==> src/rtl/i2s_pkg.sv <==
// Shared constants and width helpers for the I2S/TDM transmitter.
// JUSTIFY_I2S / JUSTIFY_LEFT select the MSB position relative to the WS edge.
// clog2 / width_for size counters and FIFO pointers from module parameters.
package i2s_pkg;

  localparam int unsigned JUSTIFY_I2S  = 0;
  localparam int unsigned JUSTIFY_LEFT = 1;

  // Ceiling log2; clog2(1) == 0.
  function automatic int unsigned clog2(input int unsigned value);
    int unsigned result;
    result = 0;
    for (int unsigned i = 0; i < 32; i++) begin
      if ((64'd1 << i) < 64'(value)) result = i + 1;
    end
    return result;
  endfunction

  // Counter width able to hold 0..count-1, never narrower than one bit.
  function automatic int unsigned width_for(input int unsigned count);
    return (clog2(count) == 0) ? 1 : clog2(count);
  endfunction

  // Bit counter spans one whole frame of slots.
  function automatic int unsigned bit_cnt_width(input int unsigned channels,
                                                input int unsigned slot_w);
    return width_for(channels * slot_w);
  endfunction

  // FIFO pointers carry one extra wrap bit to tell full from empty.
  function automatic int unsigned fifo_ptr_width(input int unsigned depth);
    return clog2(depth) + 1;
  endfunction

endpackage

==> src/rtl/i2s_frame_fifo.sv <==
// Synchronous frame FIFO, WIDTH bits wide and DEPTH (power of 2, >= 2) deep.
// Ports: clk, rst (sync, active-high), push/push_data, pop/pop_data
// (first-word fall-through), full, empty. Push and pop may share a cycle;
// a push while full or a pop while empty is ignored.
module i2s_frame_fifo
  import i2s_pkg::*;
#(
  parameter int unsigned WIDTH = 48,
  parameter int unsigned DEPTH = 4
) (
  input  logic             clk,
  input  logic             rst,
  input  logic             push,
  input  logic [WIDTH-1:0] push_data,
  input  logic             pop,
  output logic [WIDTH-1:0] pop_data,
  output logic             full,
  output logic             empty
);

  localparam int unsigned AW = clog2(DEPTH);
  localparam int unsigned PW = fifo_ptr_width(DEPTH);

  logic [WIDTH-1:0] mem [DEPTH];
  logic [PW-1:0]    wr_ptr;
  logic [PW-1:0]    rd_ptr;
  logic             do_push;
  logic             do_pop;

  assign do_push  = push && !full;
  assign do_pop   = pop && !empty;
  assign empty    = (wr_ptr == rd_ptr);
  assign full     = (wr_ptr[AW] != rd_ptr[AW]) && (wr_ptr[AW-1:0] == rd_ptr[AW-1:0]);
  assign pop_data = mem[rd_ptr[AW-1:0]];

  always_ff @(posedge clk) begin
    if (rst) begin
      wr_ptr <= '0;
      rd_ptr <= '0;
    end else begin
      if (do_push) wr_ptr <= wr_ptr + PW'(1);
      if (do_pop)  rd_ptr <= rd_ptr + PW'(1);
    end
  end

  always_ff @(posedge clk) begin
    if (do_push) mem[wr_ptr[AW-1:0]] <= push_data;
  end

endmodule

==> src/rtl/i2s_tx_multi.sv <==
// Buffered I2S / TDM serial audio transmitter.
// Ports: MasterCLK (sole clock), Reset (sync, active-high), InputData/InputValid/
// InputReady (frame push, channel 0 in the LSB field), I2S_CLK/I2S_WS/I2S_DATA
// (codec pins), SyncCLK (pulse per frame load), Underrun (pulse when a load
// finds the FIFO empty).
// Build option: I2S_TX_UNDERRUN_REPEAT_EN repeats the last popped frame on
// underrun; without it an underrun transmits a zero frame.
module i2s_tx_multi
  import i2s_pkg::*;
#(
  parameter int unsigned DATA_W     = 24,
  parameter int unsigned SLOT_W     = 32,
  parameter int unsigned CHANNELS   = 2,
  parameter int unsigned FIFO_DEPTH = 4,
  parameter int unsigned SCK_DIV    = 4,
  parameter int unsigned JUSTIFY    = 0
) (
  input  logic                         MasterCLK,
  input  logic                         Reset,
  input  logic [DATA_W*CHANNELS-1:0]   InputData,
  input  logic                         InputValid,
  output logic                         InputReady,
  output logic                         I2S_CLK,
  output logic                         I2S_WS,
  output logic                         I2S_DATA,
  output logic                         SyncCLK,
  output logic                         Underrun
);

  localparam int unsigned FRAME_W    = DATA_W * CHANNELS;
  localparam int unsigned FRAME_BITS = CHANNELS * SLOT_W;
  localparam int unsigned BIT_W      = bit_cnt_width(CHANNELS, SLOT_W);
  localparam int unsigned DIV_W      = width_for(SCK_DIV);
  localparam logic [BIT_W-1:0] BIT_LAST   = BIT_W'(FRAME_BITS - 1);
  localparam logic [BIT_W-1:0] SLOT_START = BIT_W'(SLOT_W);
  localparam logic [DIV_W-1:0] DIV_LAST   = DIV_W'(SCK_DIV - 1);

  logic [DIV_W-1:0]      div_cnt;
  logic [BIT_W-1:0]      bit_cnt;
  logic [FRAME_BITS-1:0] shreg;
  logic [FRAME_BITS-1:0] load_bits;
  logic [FRAME_W-1:0]    fifo_dout;
  logic [FRAME_W-1:0]    load_frame;
  logic                  fifo_full;
  logic                  fifo_empty;
  logic                  rst_done;
  logic                  push;
  logic                  fall_tick;
  logic                  frame_load;
  logic                  ws_next;

  assign InputReady = rst_done && !fifo_full;
  assign push       = InputValid && InputReady;
  assign fall_tick  = (div_cnt == DIV_LAST) && I2S_CLK;
  assign frame_load = fall_tick && (bit_cnt == '0);

  i2s_frame_fifo #(
    .WIDTH (FRAME_W),
    .DEPTH (FIFO_DEPTH)
  ) u_fifo (
    .clk       (MasterCLK),
    .rst       (Reset),
    .push      (push),
    .push_data (InputData),
    .pop       (frame_load),
    .pop_data  (fifo_dout),
    .full      (fifo_full),
    .empty     (fifo_empty)
  );

`ifdef I2S_TX_UNDERRUN_REPEAT_EN
  logic [FRAME_W-1:0] last_frame;

  always_ff @(posedge MasterCLK) begin
    if (Reset)                          last_frame <= '0;
    else if (frame_load && !fifo_empty) last_frame <= fifo_dout;
  end

  assign load_frame = fifo_empty ? last_frame : fifo_dout;
`else
  assign load_frame = fifo_empty ? '0 : fifo_dout;
`endif

  // Lay the frame out in wire order: bit FRAME_BITS-1 is the first bit sent,
  // each slot is the sample MSB-first followed by zero padding.
  always_comb begin
    load_bits = '0;
    for (int unsigned c = 0; c < CHANNELS; c++) begin
      for (int unsigned b = 0; b < DATA_W; b++) begin
        load_bits[FRAME_BITS-1-c*SLOT_W-b] = load_frame[c*DATA_W+DATA_W-1-b];
      end
    end
  end

  always_comb begin
    if (CHANNELS == 2) ws_next = (bit_cnt >= SLOT_START);
    else               ws_next = (bit_cnt == '0);
  end

  always_ff @(posedge MasterCLK) begin
    if (Reset) begin
      rst_done <= 1'b0;
      div_cnt  <= '0;
      bit_cnt  <= '0;
      shreg    <= '0;
      I2S_CLK  <= 1'b0;
      I2S_WS   <= 1'b0;
      I2S_DATA <= 1'b0;
      SyncCLK  <= 1'b0;
      Underrun <= 1'b0;
    end else begin
      rst_done <= 1'b1;
      SyncCLK  <= frame_load;
      Underrun <= frame_load && fifo_empty;

      if (div_cnt == DIV_LAST) begin
        div_cnt <= '0;
        I2S_CLK <= ~I2S_CLK;
      end else begin
        div_cnt <= div_cnt + DIV_W'(1);
      end

      if (fall_tick) begin
        bit_cnt <= (bit_cnt == BIT_LAST) ? '0 : bit_cnt + BIT_W'(1);
        I2S_WS  <= ws_next;
        if (frame_load) begin
          // Left-justified sends the new MSB at the load; I2S first drains the
          // previous frame's final bit, so the new MSB follows one clock later.
          if (JUSTIFY == JUSTIFY_LEFT) begin
            I2S_DATA <= load_bits[FRAME_BITS-1];
            shreg    <= {load_bits[FRAME_BITS-2:0], 1'b0};
          end else begin
            I2S_DATA <= shreg[FRAME_BITS-1];
            shreg    <= load_bits;
          end
        end else begin
          I2S_DATA <= shreg[FRAME_BITS-1];
          shreg    <= {shreg[FRAME_BITS-2:0], 1'b0};
        end
      end
    end
  end

endmodule

==> config.mk <==
export PLATFORM = sky130hd
export DESIGN_NAME = i2s_tx_multi
export DESIGN_NICKNAME = d
export VERILOG_FILES = /design/src/rtl/i2s_pkg.sv /design/src/rtl/i2s_frame_fifo.sv /design/src/rtl/i2s_tx_multi.sv
export SDC_FILE = /design/constraint.sdc
export NUM_CORES = 1
export LEC_CHECK = 0
export ABC_AREA = 1
export CAP_MARGIN = 20
export CORE_ASPECT_RATIO = 2
export CORE_UTILIZATION = 54
export DETAILED_ROUTE_END_ITERATION = 12
export MAX_ROUTING_LAYER = met4
export PLACE_DENSITY = 0.74
export SYNTH_ARGS = -nofsm -noshare
export SYNTH_HDL_FRONTEND = slang
export SYNTH_SLANG_ARGS = --single-unit
==> constraint.sdc <==
create_clock -name MasterCLK -period 3.7 [get_ports MasterCLK]
set_clock_uncertainty 0.15 [all_clocks]
set_input_delay 0.74 -clock MasterCLK [delete_from_list [all_inputs] [get_ports MasterCLK]]
set_output_delay 0.74 -clock MasterCLK [all_outputs]
set_load 0.03 [all_outputs]
==> metrics.txt, run 1 <==
outcome complete, no violations; Vias 7153; drt pass-1 iters 5; Post-CTS Hold Buffers 0; post-route setup slack roughly 0.66 ns; Max Cap Viol 0; vias in the first global route ~7300; final core occ 64.08%; fmax between 300 and 400 MHz; I/O Pins 57; setup_tns 0 ns; count of input and output buffers between 50 and 60; sequential cell area fraction in the yosys report roughly two thirds; Antenna Cells 0; asr flop ratio synth 0%; commonest cells after routing, fill and taps aside 192 x edfxtp_1, 147 x o21ai_0, 124 x nand2_1; final hold violation count 0; CTS tree built; largest family of logic cells by synthesized area compound AO/OA/AOI/OAI gates; largest net degree at the start of global routing 144; DR vias/cell approximately 5.5; post-synth top area cell edfxtp_1; yosys warns 0; Synth Cell Area 10750 um^2; Post-DP HPWL ~12000 um; unrepaired setup endpoints after global routing false; synthesized flop and latch total 270; worst slack at placement 0.9107 ns; GPL Wtd Cong around 0.77; type of origin of the critical path flip-flop; Post-Synthesis Cells 990; post-synth top area share about 54%; Max Slew Vio Count 0; Finished Layout Cells between 1000 and 1500; P_leak approximately 4.6 nW; Reg clk slew, reported paths about 0.07 ns; worst min-delay path class flip-flop to flip-flop; Starting DRT DRC Count around 370; die footprint just over 20000 um^2; mux cell area share after synthesis 0%; initial antenna violation count 0; CP Class flip-flop to output port; Cell Pwr Density 509.4 nW/um^2; gr ovfl total 0; worst-margin pin slew between 0.6 and 0.7 ns; placed insts between 1000 and 1500; hold path depth 1; CTS buffer count 24; clock tree buffer depth 3; peak supply drop about 440 uV; Setup violations, final 0; Main synth FF type edfxtp_1; ranking of synthesized cells by area edfxtp_1 54%, dfxtp_1 15%, o21ai_0 6.8%; slew margin rel. roughly three fifths; final hold slack about 0.28 ns; complex-gate fraction of the synthesized area 13.18%; EDFF count, synth ~190; most common cell after layout, fill and taps aside edfxtp_1; CTS H-tree depth 1; synth-to-layout area growth 16.05%; initial core utilization 55.22%; CTS-repair resized insts 0; total core area roughly 19000 um^2; antenna viol nets, final 0; average cell area after synthesis about 11 um^2; post-synthesis adder-cell area fraction less than 1%; total track usage 22.75%; Die Width ~100 um; xor/xnor share of the synthesized area less than 1%; clk sinks 270; Root Driver clkbuf_16; Rows 72; setup bufs post-CTS 0; drc violations 0; WL/cell between 15 and 20 um; worst-path maximum fanout 5; crit end category output port; fillers around 1600; Die Y between 200 and 250 um; nets ~1100; WP data required approximately 2.8 ns; final clock period utilization by the worst path between 80% and 90%; simple-gate share of the synthesized area about an eighth; Critical Path AT about 2.2 ns; clock latency at the later pin of the worst-skew pair roughly 0.52 ns; r2r worst-path depth 7; layout cells sized above 1 under 10%; global-route wire length before repair about 35000 um; final WL 21360 um; Synth Net Count roughly 1000; crit path time final between 3 and 4 ns; Unique masters post-synth 32
-- where the power goes --
part           total [mW]  switching (mW)  leakage [nW]  internal (mW)
registers            3.31          0.0169          2.37           3.30
clock network        2.78            1.07         0.450           1.72
logic               0.254           0.158          1.81         0.0957
-- synth_stat cells, types with 2 or more instances --
library cell / n
xor2_1: 3
edfxtp_1: 192
ha_1: 8
inv_2: 3
dfxtp_1: 78
buf_2: 19
buf_6: 3
o21ai_0: 147
clkbuf_1: 34
o211ai_1: 47
buf_1: 4
nand3_1: 55
a21oi_1: 52
o21ai_1: 3
nor3_1: 6
nand4_1: 2
nor3b_1: 2
o22ai_1: 7
nand2_1: 124
nor2_1: 113
inv_1: 77
-- per-stage QoR --
step                      power [mW]  instance area, um^2
final                          6.352                12470
after global routing           6.539                12470
after CTS                      6.398                12470
after detailed placement       3.636                11560
after global placement         3.628                11560
after floorplan                3.503                10750
-- worst paths after layout --
path | from | to | slack [ns]
worst max register to register | u_fifo.wr_ptr[0] | u_fifo.mem[1][7] | 1.29
worst min register to register | div_cnt[0] | div_cnt[0] | 0.28
worst max-delay path | u_fifo.wr_ptr[0] | InputReady | 0.66
worst min-delay path | div_cnt[0] | div_cnt[0] | 0.28
-- layer usage --
metal,GRT usage (%),vias to the layer above,part of all wire [%]
met5,-,-,0
met4,9.006,0,2.8
met3,2.987,45,4.7
met2,41.12,182,56
met1,24.50,3417,37
li1,-,3509,-
-- critical path, stage by stage, from the launching register on --
cell and delay (ns):
dfxtp_1 0.43, inv_1 0.13, nand2_1 0.07, nand2_1 0.07
nand3_1 0.16, nand2_1 0.07, inv_1 0.05, clkdlybuf4s50_1 0.65
-- final cells by class --
cell class,instances,area [um^2],area share [%]
Clock buffer,32,714.4,5.729
Clock inverter,12,196.4,1.575
Inverter,82,311.5,2.498
Multi-Input combinational cell,576,2859,22.93
Sequential cell,270,7328,58.77
Tap cell,259,324.1,2.599
Timing Repair Buffer,71,735.7,5.900
-- state kept, by name, indices dropped and copies added (netlist names), named ones only --
register       cells
I2S_WS             1
I2S_CLK            1
u_fifo.rd_ptr      3
div_cnt            2
Underrun           1
shreg             56
SyncCLK            1
I2S_DATA           1
bit_cnt            6
u_fifo.wr_ptr      3
rst_done           1
u_fifo.mem       192
-- kinds of logic after synthesis --
logic type               count (synthesis)
flip-flops                             270
AND/OR/NAND/NOR                        308
XOR/XNOR                                 3
adder cells (fa/ha/maj)                  8
buffers and inverters                  144
AO/OA/AOI/OAI                          257
No activity file was read; power rests on OpenSTA's default activity.
==> inputs of run 2 (changes only) <==
- CORE_UTILIZATION: 54 -> 58
- PLACE_DENSITY: 0.74 -> 0.76
- clock period: 3.7 -> 2.95 ns (I/O delays scaled with it)
==> run 2 against run 1 <==
The run now ends with DRC left. Cell count decreased by 3.5%. Core utilization increased by 3.1 points. Flip-flop and latch count unchanged. Power increased by 15%. Clock-buffer cell count increased by 1. Routed wire length decreased by 1.1%. Critical path depth unchanged. Hold slack improved by 0.0017 ns. Sequential share of layout area increased by 1.1 points. Via count increased by 1.3%. Largest cell class unchanged. Largest power group unchanged.
==> metrics.txt, run 2 (synthesis gave the netlist of run 1 again) <==
gr ovfl total 0 (unchanged); Die Y 194.5 um (was 201.5 um); clk sinks 270 (unchanged); FF+latch area 7328 um^2 (unchanged); I/O Pins 57 (unchanged); most common cell after layout, fill and taps aside edfxtp_1 (unchanged); setup bufs post-CTS 0 (unchanged); final hold violation count 0 (unchanged); fillers 1348 (was 1565); Critical Path AT 1.70 ns (was 2.15 ns); Root Driver clkbuf_16 (unchanged); worst-margin pin slew 0.7557 ns (was 0.6208 ns); count of input and output buffers 56 (unchanged); CP Class flip-flop to output port (unchanged); Max Slew Vio Count 0 (unchanged); Finished Layout Cells 1257 (was 1302); initial core utilization 58.98% (was 55.22%); CP cell instances inv_1, nand2_1, nand2_1, nand3_1, nand2_1, inv_1, dlymetal6s2s_1 (was inv_1, nand2_1, nand2_1, nand3_1, nand2_1, inv_1, clkdlybuf4s50_1); peak supply drop 554.1 uV (was 440.9 uV); WP data required 2.21 ns (was 2.81 ns); worst-path maximum fanout 5 (unchanged); slew margin rel. 49.62% (was 58.61%); final clock period utilization by the worst path approximately 83%; Vias 7248 (was 7153); CP max stage delay 0.40 ns (was 0.65 ns); CTS H-tree depth 1 (unchanged); drc violations 1 (was 0); CTS tree built (unchanged); Die Width 98.25 um (was 101.7 um); Reg clk slew, reported paths 0.07 ns (about the same); total track usage 23.86% (was 22.75%); max reg flops 192 (unchanged); GPL Wtd Cong 0.7932 (was 0.7696); outcome finished with violations (was complete, no violations); CTS buffer count 23 (was 24); crit path time final between 2 and 2.5 ns; Max Cap Viol 0 (unchanged); final core occ 67.14% (was 64.08%); largest net degree at the start of global routing 82 (was 144); Rows 70 (was 72); DR vias/cell 5.766 (was 5.494); synth-to-layout area growth 13.83% (was 16.05%); violated checks DRC; Buf/Inv on CP 3 (unchanged); WL/cell 16.81 um (was 16.40 um); vias in the first global route 7250 (was 7335); unrepaired setup endpoints after global routing false (unchanged); crit end category output port (unchanged); slowest CP cell dfxtp_1 (was clkdlybuf4s50_1); critical path's top delay family buffers and inverters (unchanged); worst min-delay path class flip-flop to flip-flop (unchanged); total core area 18220 um^2 (was 19460 um^2); clock tree buffer depth 3 (unchanged); Cell Pwr Density 598.4 nW/um^2 (was 509.4 nW/um^2); Top cell by count, worst path nand2_1 (unchanged); type of origin of the critical path flip-flop (unchanged); footprint of the multi-input gates 2859 um^2 (unchanged); commonest cells after routing, fill and taps aside 192 x edfxtp_1, 147 x o21ai_0, 124 x nand2_1 (unchanged); global-route wire length before repair 35200 um (was 35210 um); final WL 21130 um (was 21360 um); P_leak 4.549 nW (was 4.630 nW); R2R Setup Slk 0.65 ns (was 1.29 ns); layout cells sized above 1 6.052% (was 6.903%); Post-DP HPWL 11850 um (was 12030 um); drt pass-1 iters 11 (was 5); antenna viol nets, final 0 (unchanged); nets 1084 (unchanged); worst slack at placement 0.6196 ns (was 0.9107 ns); die footprint 19110 um^2 (was 20500 um^2); fmax ~410 MHz; post-route setup slack 0.5127 ns (was 0.6583 ns); Setup violations, final 0 (unchanged); PnR Total Power 7.319 mW (was 6.352 mW); initial antenna violation count 0 (unchanged); Antenna Cells 0 (unchanged); Starting DRT DRC Count 349 (was 366); placed insts 1216 (was 1258); clock latency at the later pin of the worst-skew pair 0.50 ns (was 0.52 ns)
==> run 2: per-layer routing <==
metal	GRT usage [%]	vias to the layer above	wire, um
li1	-	3507	-
met2	43.40	171	11570
met1	26.58	3518	8019
met5	-	-	0
met4	9.232	0	733
met3	2.517	52	801
==> run 2: worst paths after layout <==
path,from,end,depth (start not counted)
min reg2reg,div_cnt[0],div_cnt[0],1
max,u_fifo.wr_ptr[0],InputReady,7
min,div_cnt[0],div_cnt[0],1
max reg2reg,div_cnt[0],shreg[39],8
==> run 2: repair_timing <==
| action | CTS | global route |
|---|---|---|
| setup endpoints to repair | 0 | 1 |
| hold buffers | 0 | 0 |
| endpoints found under the hold margin | 0 | 0 |
| gates resized for setup | 0 | 1 |
==> run 2: cell type report <==
| cell class | instances | area share [%] |
|---|---|---|
| clock buffers | 33 | 5.268 |
| clock inverters | 8 | 0.4910 |
| inverters | 82 | 2.547 |
| multi-input cells | 576 | 23.37 |
| flip-flops and latches | 270 | 59.91 |
| well taps | 216 | 2.209 |
| repair buffers | 72 | 6.199 |
==> run 2: worst reg2reg max path, delay by kind of cell (launching register included) <==
kind,cells,cell delay [ns]
adder cells (fa/ha/maj),1,0.27
AND/OR/NAND/NOR,4,0.62
AO/OA/AOI/OAI,1,0.22
flip-flops,1,0.31
buffers and inverters,2,0.66
==> run 2: metrics by stage <==
step	instance area, um^2	hold slack [ns]	TNS, ns
3_3_place_gp	11520	0.2606	0
5_1_grt	12230	0.3015	0
6_report	12230	0.2788	0
3_5_place_dp	11520	0.2735	0
2_1_floorplan	10750	0.2543	-117.87
4_1_cts	12230	0.2861	0
==> run 2: power by group <==
| part | internal [mW] | total, mW | switching, mW | leakage (nW) |
|---|---|---|---|---|
| registers | 4.14 | 4.16 | 0.0211 | 2.37 |
| logic | 0.124 | 0.321 | 0.197 | 1.82 |
| clock network | 1.60 | 2.84 | 1.24 | 0.352 |
| total | 5.86 | 7.32 | 1.46 | 4.55 |
